==> config.mk <==
export PLATFORM = sky130hd
export DESIGN_NAME = fetch_queue
export DESIGN_NICKNAME = d
export VERILOG_FILES = /design/src/rtl/fetch_queue.sv
export SDC_FILE = /design/constraint.sdc
export NUM_CORES = 1
export LEC_CHECK = 0
export CAP_MARGIN = 10
export CORE_ASPECT_RATIO = 1.4
export CORE_MARGIN = 10
export CORE_UTILIZATION = 40
export DETAILED_ROUTE_END_ITERATION = 6
export PLACE_DENSITY = 0.62
export SLEW_MARGIN = 0
export SYNTH_ARGS = -nofsm -noshare
export SYNTH_HDL_FRONTEND = slang
export SYNTH_SLANG_ARGS = --single-unit
==> constraint.sdc <==
create_clock -name clk_i -period 4.7 [get_ports clk_i]
set_clock_uncertainty 0.2 [all_clocks]
set_input_delay 0.47 -clock clk_i [delete_from_list [all_inputs] [get_ports clk_i]]
set_output_delay 0.47 -clock clk_i [all_outputs]
set_load 0.02 [all_outputs]
==> src/rtl/fetch_queue.sv <==
// fetch_queue: instruction-fetch front end with an in-order fetch queue.
// Issues word-aligned fetches to instruction memory. Requests are limited by
// credits: each outstanding request reserves a queue slot. Decode pops the head
// through a valid/ready handshake. A redirect flushes the queue and marks every
// in-flight response to be dropped.
// Optional feature: define FETCH_BYPASS_EN to forward a response straight to
// decode when the queue is empty and nothing is being dropped.
module fetch_queue #(
    parameter int unsigned DEPTH     = 4,
    parameter int unsigned MAX_OUTST = 2,
    parameter logic [31:0] RESET_PC  = 32'h0000_0000
) (
    input  logic        clk_i,
    input  logic        rst_n_i,
    output logic        imem_req_o,
    output logic [31:0] imem_addr_o,
    input  logic        imem_gnt_i,
    input  logic        imem_rvalid_i,
    input  logic [31:0] imem_rdata_i,
    output logic        instr_valid_o,
    output logic [31:0] instr_o,
    output logic [31:0] pc_o,
    output logic [6:0]  opcode_o,
    output logic [2:0]  funct3_o,
    output logic [6:0]  funct7_o,
    input  logic        decode_ready_i,
    input  logic        redirect_i,
    input  logic [31:0] redirect_pc_i
);
    localparam int unsigned AW = $clog2(DEPTH);
    localparam int unsigned CW = $clog2(DEPTH + 1);
    localparam int unsigned OW = $clog2(MAX_OUTST + 1);
    localparam int unsigned PW = (MAX_OUTST > 1) ? $clog2(MAX_OUTST) : 1;

    logic          run_q, run_d;
    logic [31:0]   fetch_pc_q, fetch_pc_d;
    logic [OW-1:0] outst_q, outst_d;
    logic [OW-1:0] drop_q, drop_d;
    logic [CW-1:0] count_q, count_d;
    logic [AW-1:0] rd_ptr_q, rd_ptr_d;
    logic [AW-1:0] wr_ptr_q, wr_ptr_d;
    logic [31:0]   q_instr_q [DEPTH];
    logic [31:0]   q_instr_d [DEPTH];
    logic [31:0]   q_pc_q [DEPTH];
    logic [31:0]   q_pc_d [DEPTH];
    logic [31:0]   pend_pc_q [MAX_OUTST];
    logic [31:0]   pend_pc_d [MAX_OUTST];
    logic [PW-1:0] pend_rd_q, pend_rd_d;
    logic [PW-1:0] pend_wr_q, pend_wr_d;

    logic        fire;
    logic        head_valid;
    logic        rsp_keep;
    logic        byp_active;
    logic        push;
    logic        pop_head;
    logic [31:0] used_w;

    function automatic logic [PW-1:0] pend_inc(input logic [PW-1:0] p);
        return (p == PW'(MAX_OUTST - 1)) ? '0 : p + PW'(1);
    endfunction

    // Request issue, handshake decode and the decode-facing head outputs.
    always_comb begin
        used_w      = 32'(count_q) + 32'(outst_q);
        imem_req_o  = run_q && !redirect_i && (32'(outst_q) < MAX_OUTST) && (used_w < DEPTH);
        imem_addr_o = fetch_pc_q;
        fire        = imem_req_o && imem_gnt_i;
        head_valid  = (count_q != '0);
        rsp_keep    = imem_rvalid_i && !redirect_i && (drop_q == '0);
`ifdef FETCH_BYPASS_EN
        byp_active  = rsp_keep && !head_valid;
`else
        byp_active  = 1'b0;
`endif
        instr_valid_o = head_valid || byp_active;
        if (byp_active) begin
            instr_o = imem_rdata_i;
            pc_o    = pend_pc_q[pend_rd_q];
        end else if (head_valid) begin
            instr_o = q_instr_q[rd_ptr_q];
            pc_o    = q_pc_q[rd_ptr_q];
        end else begin
            instr_o = 32'h0;
            pc_o    = 32'h0;
        end
        pop_head = head_valid && decode_ready_i;
        // A forwarded word taken by decode in the same cycle never lands in the queue.
        push     = rsp_keep && !(byp_active && decode_ready_i);
        opcode_o = instr_o[6:0];
        funct3_o = instr_o[14:12];
        funct7_o = instr_o[31:25];
    end

    // Next-state for fetch PC, credit counters, pending-PC FIFO and queue.
    always_comb begin
        run_d      = 1'b1;
        fetch_pc_d = fetch_pc_q;
        outst_d    = outst_q + OW'(fire) - OW'(imem_rvalid_i);
        drop_d     = drop_q;
        count_d    = count_q;
        rd_ptr_d   = rd_ptr_q;
        wr_ptr_d   = wr_ptr_q;
        q_instr_d  = q_instr_q;
        q_pc_d     = q_pc_q;
        pend_pc_d  = pend_pc_q;
        pend_rd_d  = pend_rd_q;
        pend_wr_d  = pend_wr_q;
        if (redirect_i) begin
            // Every request still in flight after this edge belongs to the old path.
            fetch_pc_d = redirect_pc_i & ~32'h3;
            drop_d     = outst_q + OW'(fire) - OW'(imem_rvalid_i);
            count_d    = '0;
            rd_ptr_d   = '0;
            wr_ptr_d   = '0;
            pend_rd_d  = '0;
            pend_wr_d  = '0;
        end else begin
            if (fire) begin
                fetch_pc_d           = fetch_pc_q + 32'd4;
                pend_pc_d[pend_wr_q] = fetch_pc_q;
                pend_wr_d            = pend_inc(pend_wr_q);
            end
            if (imem_rvalid_i) begin
                if (drop_q != '0) begin
                    drop_d = drop_q - OW'(1);
                end else begin
                    pend_rd_d = pend_inc(pend_rd_q);
                end
            end
            if (push) begin
                q_instr_d[wr_ptr_q] = imem_rdata_i;
                q_pc_d[wr_ptr_q]    = pend_pc_q[pend_rd_q];
                wr_ptr_d            = wr_ptr_q + AW'(1);
            end
            if (pop_head) begin
                rd_ptr_d = rd_ptr_q + AW'(1);
            end
            count_d = count_q + CW'(push) - CW'(pop_head);
        end
    end

    // State registers with asynchronous reset.
    always_ff @(posedge clk_i or negedge rst_n_i) begin
        if (!rst_n_i) begin
            run_q      <= 1'b0;
            fetch_pc_q <= RESET_PC;
            outst_q    <= '0;
            drop_q     <= '0;
            count_q    <= '0;
            rd_ptr_q   <= '0;
            wr_ptr_q   <= '0;
            pend_rd_q  <= '0;
            pend_wr_q  <= '0;
            for (int i = 0; i < int'(DEPTH); i++) begin
                q_instr_q[i] <= 32'h0;
                q_pc_q[i]    <= 32'h0;
            end
            for (int i = 0; i < int'(MAX_OUTST); i++) begin
                pend_pc_q[i] <= 32'h0;
            end
        end else begin
            run_q      <= run_d;
            fetch_pc_q <= fetch_pc_d;
            outst_q    <= outst_d;
            drop_q     <= drop_d;
            count_q    <= count_d;
            rd_ptr_q   <= rd_ptr_d;
            wr_ptr_q   <= wr_ptr_d;
            pend_rd_q  <= pend_rd_d;
            pend_wr_q  <= pend_wr_d;
            q_instr_q  <= q_instr_d;
            q_pc_q     <= q_pc_d;
            pend_pc_q  <= pend_pc_d;
        end
    end
endmodule
* After elaboration in Yosys (flattened, before gate mapping)
Index checks and enable logic that the tools add are counted.
Storage, ports and cells: register bits after elaboration 366, logic and storage cells 101, bits of input ports 70
Operators by class: order comparisons 8, multiplexer cells 35, reduce and logical (&&, ||, !) cells 22, add/subtract/negate cells 11, eq/ne operators 1, bitwise operators 5
Operator list (count):
- 2-to-1 mux 32 bit | 13
- bitwise mux 128 bit | 2
- binary-select mux 32 bit (select 2 bit) | 2
- bitwise mux 64 bit | 1
- demux 32 bit (select 2 bit) | 1
- adder 32 x 3 -> 32 bit, second input constant | 1
- demux 32 bit (select 1 bit) | 1
- 2-to-1 mux 2 bit | 7
- nonzero test 2 bit | 6
- logical AND 1 bit | 9
- AND reduction 2 bit | 4
- 2-to-1 mux 1 bit | 7
- >= comparator 3 bit, second input constant | 2
- NOT 2 -> 3 bit | 2
- adder 2 x 1 -> 2 bit, second input constant | 2
- adder 3 x 2 -> 4 bit | 1
- >= comparator 2 bit, second input constant | 2
- less-than comparator 4 x 3 -> 1 bit, second input constant | 1
- NOT 1 -> 2 bit | 2
- adder 3 x 1 -> 3 bit | 1
- less-than comparator 3 x 1 -> 1 bit, second input constant | 1
- 2-to-1 mux 3 bit | 1
- nonzero test 3 bit | 1
- subtractor 3 x 1 -> 3 bit | 1
- 10 further kinds | 11

* Longest topological paths before layout
Gate-level depths: netlist of the first run.
depth in word-level cells 8, depth in mapped cells 12, depth with buffers taken out 12

* Least setup slack after synthesis of the first run
No wires, ideal clock.
kind register -> output, start point register rd_ptr_q[0], end point output port instr_o[12], cell stages (with the launch flop) 6, arrival time 1.934 ns, buffers on the path 3, slack 2.096 ns, cells stage by stage dfrtp_1 clkbuf_1 buf_2 mux4_2 and2_1 buf_4
On the way: longest elaborated chain between the ends 5
Ends and longest elaborated chain:
- start: declaration | RTL line 40 | logic [AW-1:0] rd_ptr_q, rd_ptr_d;
- start signal: assignment | RTL line 168 | rd_ptr_q <= rd_ptr_d;
- NOT 2 -> 3 bit (implied by the code) | RTL line 81 | instr_o = q_instr_q[rd_ptr_q];
- binary-select mux 32 bit (select 2 bit) | RTL line 81
- 2-to-1 mux 32 bit (implied by the code) (2 in a row) | RTL line 81
- 2-to-1 mux 32 bit | RTL line 80 | end else if (head_valid) begin
- end: declaration | RTL line 21 | output logic [31:0] instr_o,
Every way passes these cells. The select of a mux whose other input is x is not followed.

* Worst setup path in the final report of the first run
start point register rd_ptr_q[0], end point output port pc_o[12]
On the way: longest elaborated chain between the ends 5
Ends and longest elaborated chain:
- NOT 2 -> 3 bit (implied by the code) | RTL line 82 | pc_o = q_pc_q[rd_ptr_q];
- binary-select mux 32 bit (select 2 bit) | RTL line 82
- 2-to-1 mux 32 bit (implied by the code) (2 in a row) | RTL line 82
- 2-to-1 mux 32 bit | RTL line 80
- end: declaration | RTL line 22 | output logic [31:0] pc_o,
Every way passes these cells. The select of a mux whose other input is x is not followed.

==> reports/metrics.cfg, run 1 <==
[route]
drt_pre_antenna_iters = 4
dr.first_iter.drc_count = 463
routed-via-count = 10100
wl_per_cell_um = 18.8
drc_errors = 0
finalWirelength_um = 36700
vias_per_cell = 5.19
ant_nets = 0

[power_and_ir_drop]
seqPwrFrac_pct = 39.5
ir_drop_mv = 0.237
p_per_area_mw_per_mm2 = 576
leakage_nw = 8.49
power_frac_clock_pct = 26.2
sw_frac_of_total_pct = 31.8
pwr-share-comb_pct = 34.2
intPower_mw = 7.62
power_switching_mw = 3.55

[die]
ioPinCount = 185
die-area_mm2 = 0.0484
rows = 86
start_util_pct = 40.6
die_width_um = 189
fp.coreArea_mm2 = 0.0394
die_y_um = 256

[cells_and_area]
layout.cells.non_filler = 1950
nets = 1475
multi_input_area_mm2 = 0.00667
area_growth_pct = 21.4
antenna_cells = 0
seqCellArea_mm2 = 0.00881
drive_above_1_share_pct = 24.3
fillCellCount = 3513
finalInstanceArea_mm2 = 0.0194

[global_route]
grt_use_total_pct = 15.2
grt_first_pass_wirelength_um = 59800
antenna_found_initial = 0
grt_max_degree = 117
grt_overflow = 0
grt_pass1_vias = 10900

[clocking]
clkSinkCount = 352
cts.clk_slew.worst_paths_ns = 0.06
clockBufferDepth = 3
clk_latency_ns = 0.54
cts_max_level = 2
cts_setup_buffers = 0
numCtsBuffers = 38
cts_resized = 0
tritoncts = yes
root_buffer = clkbuf_16

[logic_synthesis]
synthesis.area_mm2 = 0.0160
synth_top_cell_by_area = dfrtp_1
yosys_warnings = 0
synth-edff-count = 0
async_reset_ff_share_pct = 100
yosysMostFrequentCell = dfrtp_1
synthTopCellsByArea = dfrtp_1 55%, mux2_2 13%, mux4_2 8.7%
ys_types = 51
ys_seq_area_share_pct = 55.1
synthFlopType = dfrtp_1
synth_seq_cells = 352
avgSynthCellArea_um2 = 12.7
ys_top_cells_by_count = 352 x dfrtp_1, 187 x mux2_2, 163 x nand2_1, 142 x o21ai_0, 67 x clkbuf_1
synth_top_area_share_pct = 55.1
netlist_instances = 1262

[run_status]
outcome = finished, final reports clean

[placed_design]
dpl_cell_area_mm2 = 0.0181
placed_cells = 1880
io_buffer_count = 178
gp_congestion = 0.793
post-dp-hpwl_um = 23700

[setup_path]
end_kind = output port
ff2ff_path_depth = 7
critPathLaunchType = register
cp_data_required_time_ns = 4.03
r2r-end = pend_pc_q[49]
reg2reg_setup_slack_ns = 1.39
endpoint = pc_o[12]
arrival_ns = 3.10
cp_max_fo = 37
worstSetupPathType = register to output port
r2r_start = count_q[1]
crit_path_start = rd_ptr_q[0]

[timing]
hold_ws_ns = 0.276
finalHoldViolCount = 0
period_share_pct = 80.2
fin_crit_ns = 3.77
slew_violations = 0
worstMarginPinSlew_ns = 1.18
relSlewSlack_pct = 21.4
fmax_mhz = 265
rsz0062_at_grt = no
fin_tns_setup_ns = 0
finalSetupViolations = 0

[min_path]
hold_path.class = register to register

[flow_run]
drv_cap = 0

[power groups by stage]
stage	logic (mW)	clock network, mW	registers [mW]
2_1_floorplan	2.68	0	4.25
3_5_place_dp	3.91	0	4.48
3_3_place_gp	3.84	0	4.43
4_1_cts	3.92	3.03	4.43
5_1_grt	4.18	3.13	4.54
6_report	3.82	2.93	4.42
[area by class of cell]
| type | count | area share (%) |
|---|---|---|
| timing repair buffer | 194 | 10.2 |
| multi-input combinational | 796 | 34.4 |
| inverter | 11 | 0.213 |
| tap | 528 | 3.41 |
| clock inverter | 14 | 0.632 |
| sequential | 352 | 45.4 |
| clock buffer | 55 | 5.75 |
[routing by layer]
metal	part of all wire (%)	routed length [um]	vias to the layer above	GRT usage, %
met5	0	0	-	0
met4	2.7	978	0	4.90
met3	4.3	1580	57	2.99
met2	50	18200	203	26.2
met1	43	16000	5169	18.5
li1	-	-	4700	-
[kinds of logic (layout without fill, tap and decap cells)]
family	after synthesis	in the layout	synth area share, %
other cells	2	5	0.0470
buf+inv	117	274	3.43
simple gates	303	303	9.23
fa+ha+maj	12	12	0.987
xor+xnor	24	24	1.32
compound gates	169	169	5.79
mux	283	283	24.1
flops	352	352	55.1
[sequential cells by signal (all words and copies together), names as in the netlist]
register / flops
drop_q: 2
q_instr_q: 128
imem_addr_o: 30
rd_ptr_q: 2
run_q: 1
pend_pc_q: 60
pend_wr_q: 1
wr_ptr_q: 2
count_q: 3
q_pc_q: 120
pend_rd_q: 1
outst_q: 2
[metrics by stage]
stage / setup slack [ns] / power (mW) / utilization [%]
floorplan: 2.10 / 6.92 / -
detailed placement: 1.26 / 8.39 / 46.1
finish: 0.931 / 11.2 / 49.3
global placement: 1.26 / 8.27 / 46.1
CTS: 0.815 / 11.4 / 49.3
global route: 0.738 / 11.8 / 49.3
[placed cells by master, fill, tap and decap left out, drive strengths merged, types with 2 or more instances in the layout]
master         instances
and4                   5
nor3                   6
xnor2                 14
a21o                   4
o21ai                142
ha                    11
o311ai                 3
or3                    2
and3                   4
nand3                 13
clkinv                11
mux2i                 34
or4                    3
conb                   5
mux2                 187
nand2                163
and2                  66
inv                   11
clkdlybuf4s50        176
o211ai                 5
mux4                  62
buf                   17
nand2b                 3
clkinvlp               2
clkbuf                55
nor2                  18
a21oi                  3
xor2                  10
a221o                  6
nor4                   5
dfrtp                352
nand4                 12
[worst max-delay path, cell delays in order (launching register included)]
cell,delay [ns]
dfrtp_4,0.82
buf_12,0.39
mux4_2,0.60
and2_1,0.18
clkdlybuf4s50_1,0.54
[worst min path at each step]
stage                       to  depth (start not counted)  slack (ns)         startpoint
2_1_floorplan       count_q[0]                          0       -0.03            rst_n_i
3_3_place_gp        q_pc_q[98]                          2        0.26         q_pc_q[98]
3_5_place_dp        q_pc_q[60]                          2        0.27         q_pc_q[60]
4_1_cts        imem_addr_o[12]                          3        0.25  redirect_pc_i[12]
5_1_grt         imem_addr_o[4]                          3        0.28   redirect_pc_i[4]
6_report            q_pc_q[54]                          2        0.28         q_pc_q[54]
[timing repair]
item	CTS	global route
endpoints found under the hold margin	113	0
hold buffers	1	0
setup endpoints to repair	0	0
Power figures use the tool's default switching activity.
==> inputs of run 2 (changes only) <==
==> constraint.sdc (replaced) <==
create_clock -name clk_i -period 3.8 [get_ports clk_i]
set_clock_uncertainty 0.2 [all_clocks]
set_input_delay 0.38 -clock clk_i [delete_from_list [all_inputs] [get_ports clk_i]]
set_output_delay 0.38 -clock clk_i [all_outputs]
set_load 0.02 [all_outputs]
==> run 2 against run 1 <==
  * Sequential share of layout area increased by 0.059 points
  * Final cell count up 0.41%
  * Via count hardly changed
  * Largest power group unchanged
  * Routed wire length rose by 1.4%
  * Combinational power rose by 27%
  * Critical path depth unchanged
  * Clock power increased by 15%
  * Setup slack worse by 0.52 ns
  * Utilization is 0.064 points lower
==> reports/metrics.cfg, run 2 (synthesis results as in run 1) <==
[run_status]
outcome = finished, final reports clean

[cells_and_area]
fillCellCount = 3527
drive_above_1_share_pct = 24.3
area_growth_pct = 21.3
postLayoutCoreUtil_pct = 49.2
final_cell_mix = 350 x dfrtp_1, 187 x mux2_2, 176 x clkdlybuf4s50_1, 159 x nand2_1, 142 x o21ai_0
nets = 1488
largest_register = q_instr_q
final_common_cell = dfrtp_1
reg_top3 = q_instr_q: 128 flops, q_pc_q: 120 flops, pend_pc_q: 60 flops
antenna_cells = 0
finalInstanceArea_mm2 = 0.0194
largest_reg_flops = 128

[route]
routed-via-count = 10100
drc_errors = 0
drt_pre_antenna_iters = 4
ant_nets = 0
wl_per_cell_um = 19.0
vias_per_cell = 5.17
finalWirelength_um = 37200
dr.first_iter.drc_count = 516

[clocking]
cts.clk_slew.worst_paths_ns = 0.06
cts_resized = 0
numCtsBuffers = 36
tritoncts = yes
cts_max_level = 2
cts_hold_repair.buffers = 1
root_buffer = clkbuf_16
cts_setup_buffers = 0
clockBufferDepth = 3
clkSinkCount = 352
clk_latency_ns = 0.52

[timing]
hold_ws_ns = 0.210
fmax_mhz = 295
period_share_pct = 89.3
fin_crit_ns = 3.39
relSlewSlack_pct = 37.4
finalSetupViolations = 0
fin_tns_setup_ns = 0
slew_violations = 0
worstMarginPinSlew_ns = 0.930
finalHoldViolCount = 0
rsz0062_at_grt = no
fin_ws_ns = 0.407

[setup_path]
r2r-end = count_q[2]
reg2reg_setup_slack_ns = 0.82
path_delay_family = buffers and inverters
slowest_delay_ns = 0.62
end_kind = output port
ff2ff_path_depth = 10
crit_path_top_delay_cell = mux4_2
path_cells = buf_4, mux4_2, and2_1, clkdlybuf4s50_1
arrival_ns = 2.81
worstSetupPathType = register to output port
cp_data_required_time_ns = 3.22
r2r_start = count_q[1]
cp_max_fo = 25
worst-path-buf-inv = 2
critPathLaunchType = register

[flow_run]
drv_cap = 0

[min_path]
worst_hold_startpoint = redirect_pc_i[21]
hold_depth = 3
holdPathEnd = imem_addr_o[21]
hold_path.class = input port to register

[global_route]
grt_overflow = 0
grt_pass1_vias = 11000
grt_use_total_pct = 15.4
grt_first_pass_wirelength_um = 60600
grt_max_degree = 109
antenna_found_initial = 0

[placed_design]
post-dp-hpwl_um = 23800
dpl_cell_area_mm2 = 0.0183
pre_cts_slack_ns = 0.797
io_buffer_count = 178
gp_congestion = 0.797

[power_and_ir_drop]
ir_drop_mv = 0.277
p_per_area_mw_per_mm2 = 701
leakage_nw = 8.49

[die]
start_util_pct = 40.6
ioPinCount = 185
fp.coreArea_mm2 = 0.0394
die_width_um = 189
rows = 86
die_y_um = 256
die-area_mm2 = 0.0484

[run 2: changes by cell type in the layout (fill, tap and decap cells not counted), sizes merged]
| cell | change |
|---|---|
| bufinv | -1 |
| buf | +15 |
| clkinv | -8 |
| inv | +2 |
| clkbuf | +2 |
| clkinvlp | -2 |
[run 2: area by class of cell]
type	instances	area [um2]	area share [%]
sequential	352	8810	45.5
multi-input combinational	796	6660	34.4
timing repair buffer	209	2090	10.8
clock buffer	57	1070	5.53
tap	528	661	3.41
inverter	11	41.3	0.213
clock inverter	5	32.5	0.168
[run 2: worst max-delay path by stage]
| stage | start | to | slack, ns | depth (start not counted) |
|---|---|---|---|---|
| floorplan | count_q[1] | drop_q[1] | 1.21 | 12 |
| detailed placement | count_q[1] | count_q[2] | 0.80 | 10 |
| global placement | count_q[1] | count_q[2] | 0.78 | 10 |
| CTS | rd_ptr_q[0] | pc_o[18] | 0.31 | 4 |
| global route | rd_ptr_q[0] | pc_o[22] | 0.25 | 4 |
| finish | rd_ptr_q[0] | pc_o[22] | 0.41 | 4 |
[run 2: metrics by stage]
stage | std cells | power [mW]
2_1_floorplan | 1265 | 8.56
3_3_place_gp | 1895 | 10.3
3_5_place_dp | 1895 | 10.4
4_1_cts | 1958 | 13.9
5_1_grt | 1958 | 14.5
6_report | 1958 | 13.6
[run 2: worst register-to-register path, stage by stage (launching register included)]
cell and delay [ns]:
dfrtp_1 0.44, or3_2 0.48, buf_4 0.32, and2_1 0.30, ha_1 0.27, inv_1 0.05, ha_1 0.13, inv_1 0.05
fa_1 0.37, xnor2_1 0.17, nor2_1 0.05
[run 2: power by group]
group | switching [mW] | total [mW] | internal, mW
Clock | 1.43 | 3.37 | 1.93
Sequential | 0.569 | 5.35 | 4.78
Combinational | 2.32 | 4.87 | 2.55
Total | 4.33 | 13.6 | 9.26
[run 2: metal layers]
metal | global-route usage (%) | part of all wire (%) | vias up
li1 | - | - | 4731
met1 | 18.6 | 42 | 5160
met2 | 27.0 | 51 | 193
met3 | 3.21 | 4.6 | 41
met4 | 4.71 | 2.2 | 0
met5 | 0 | 0 | -
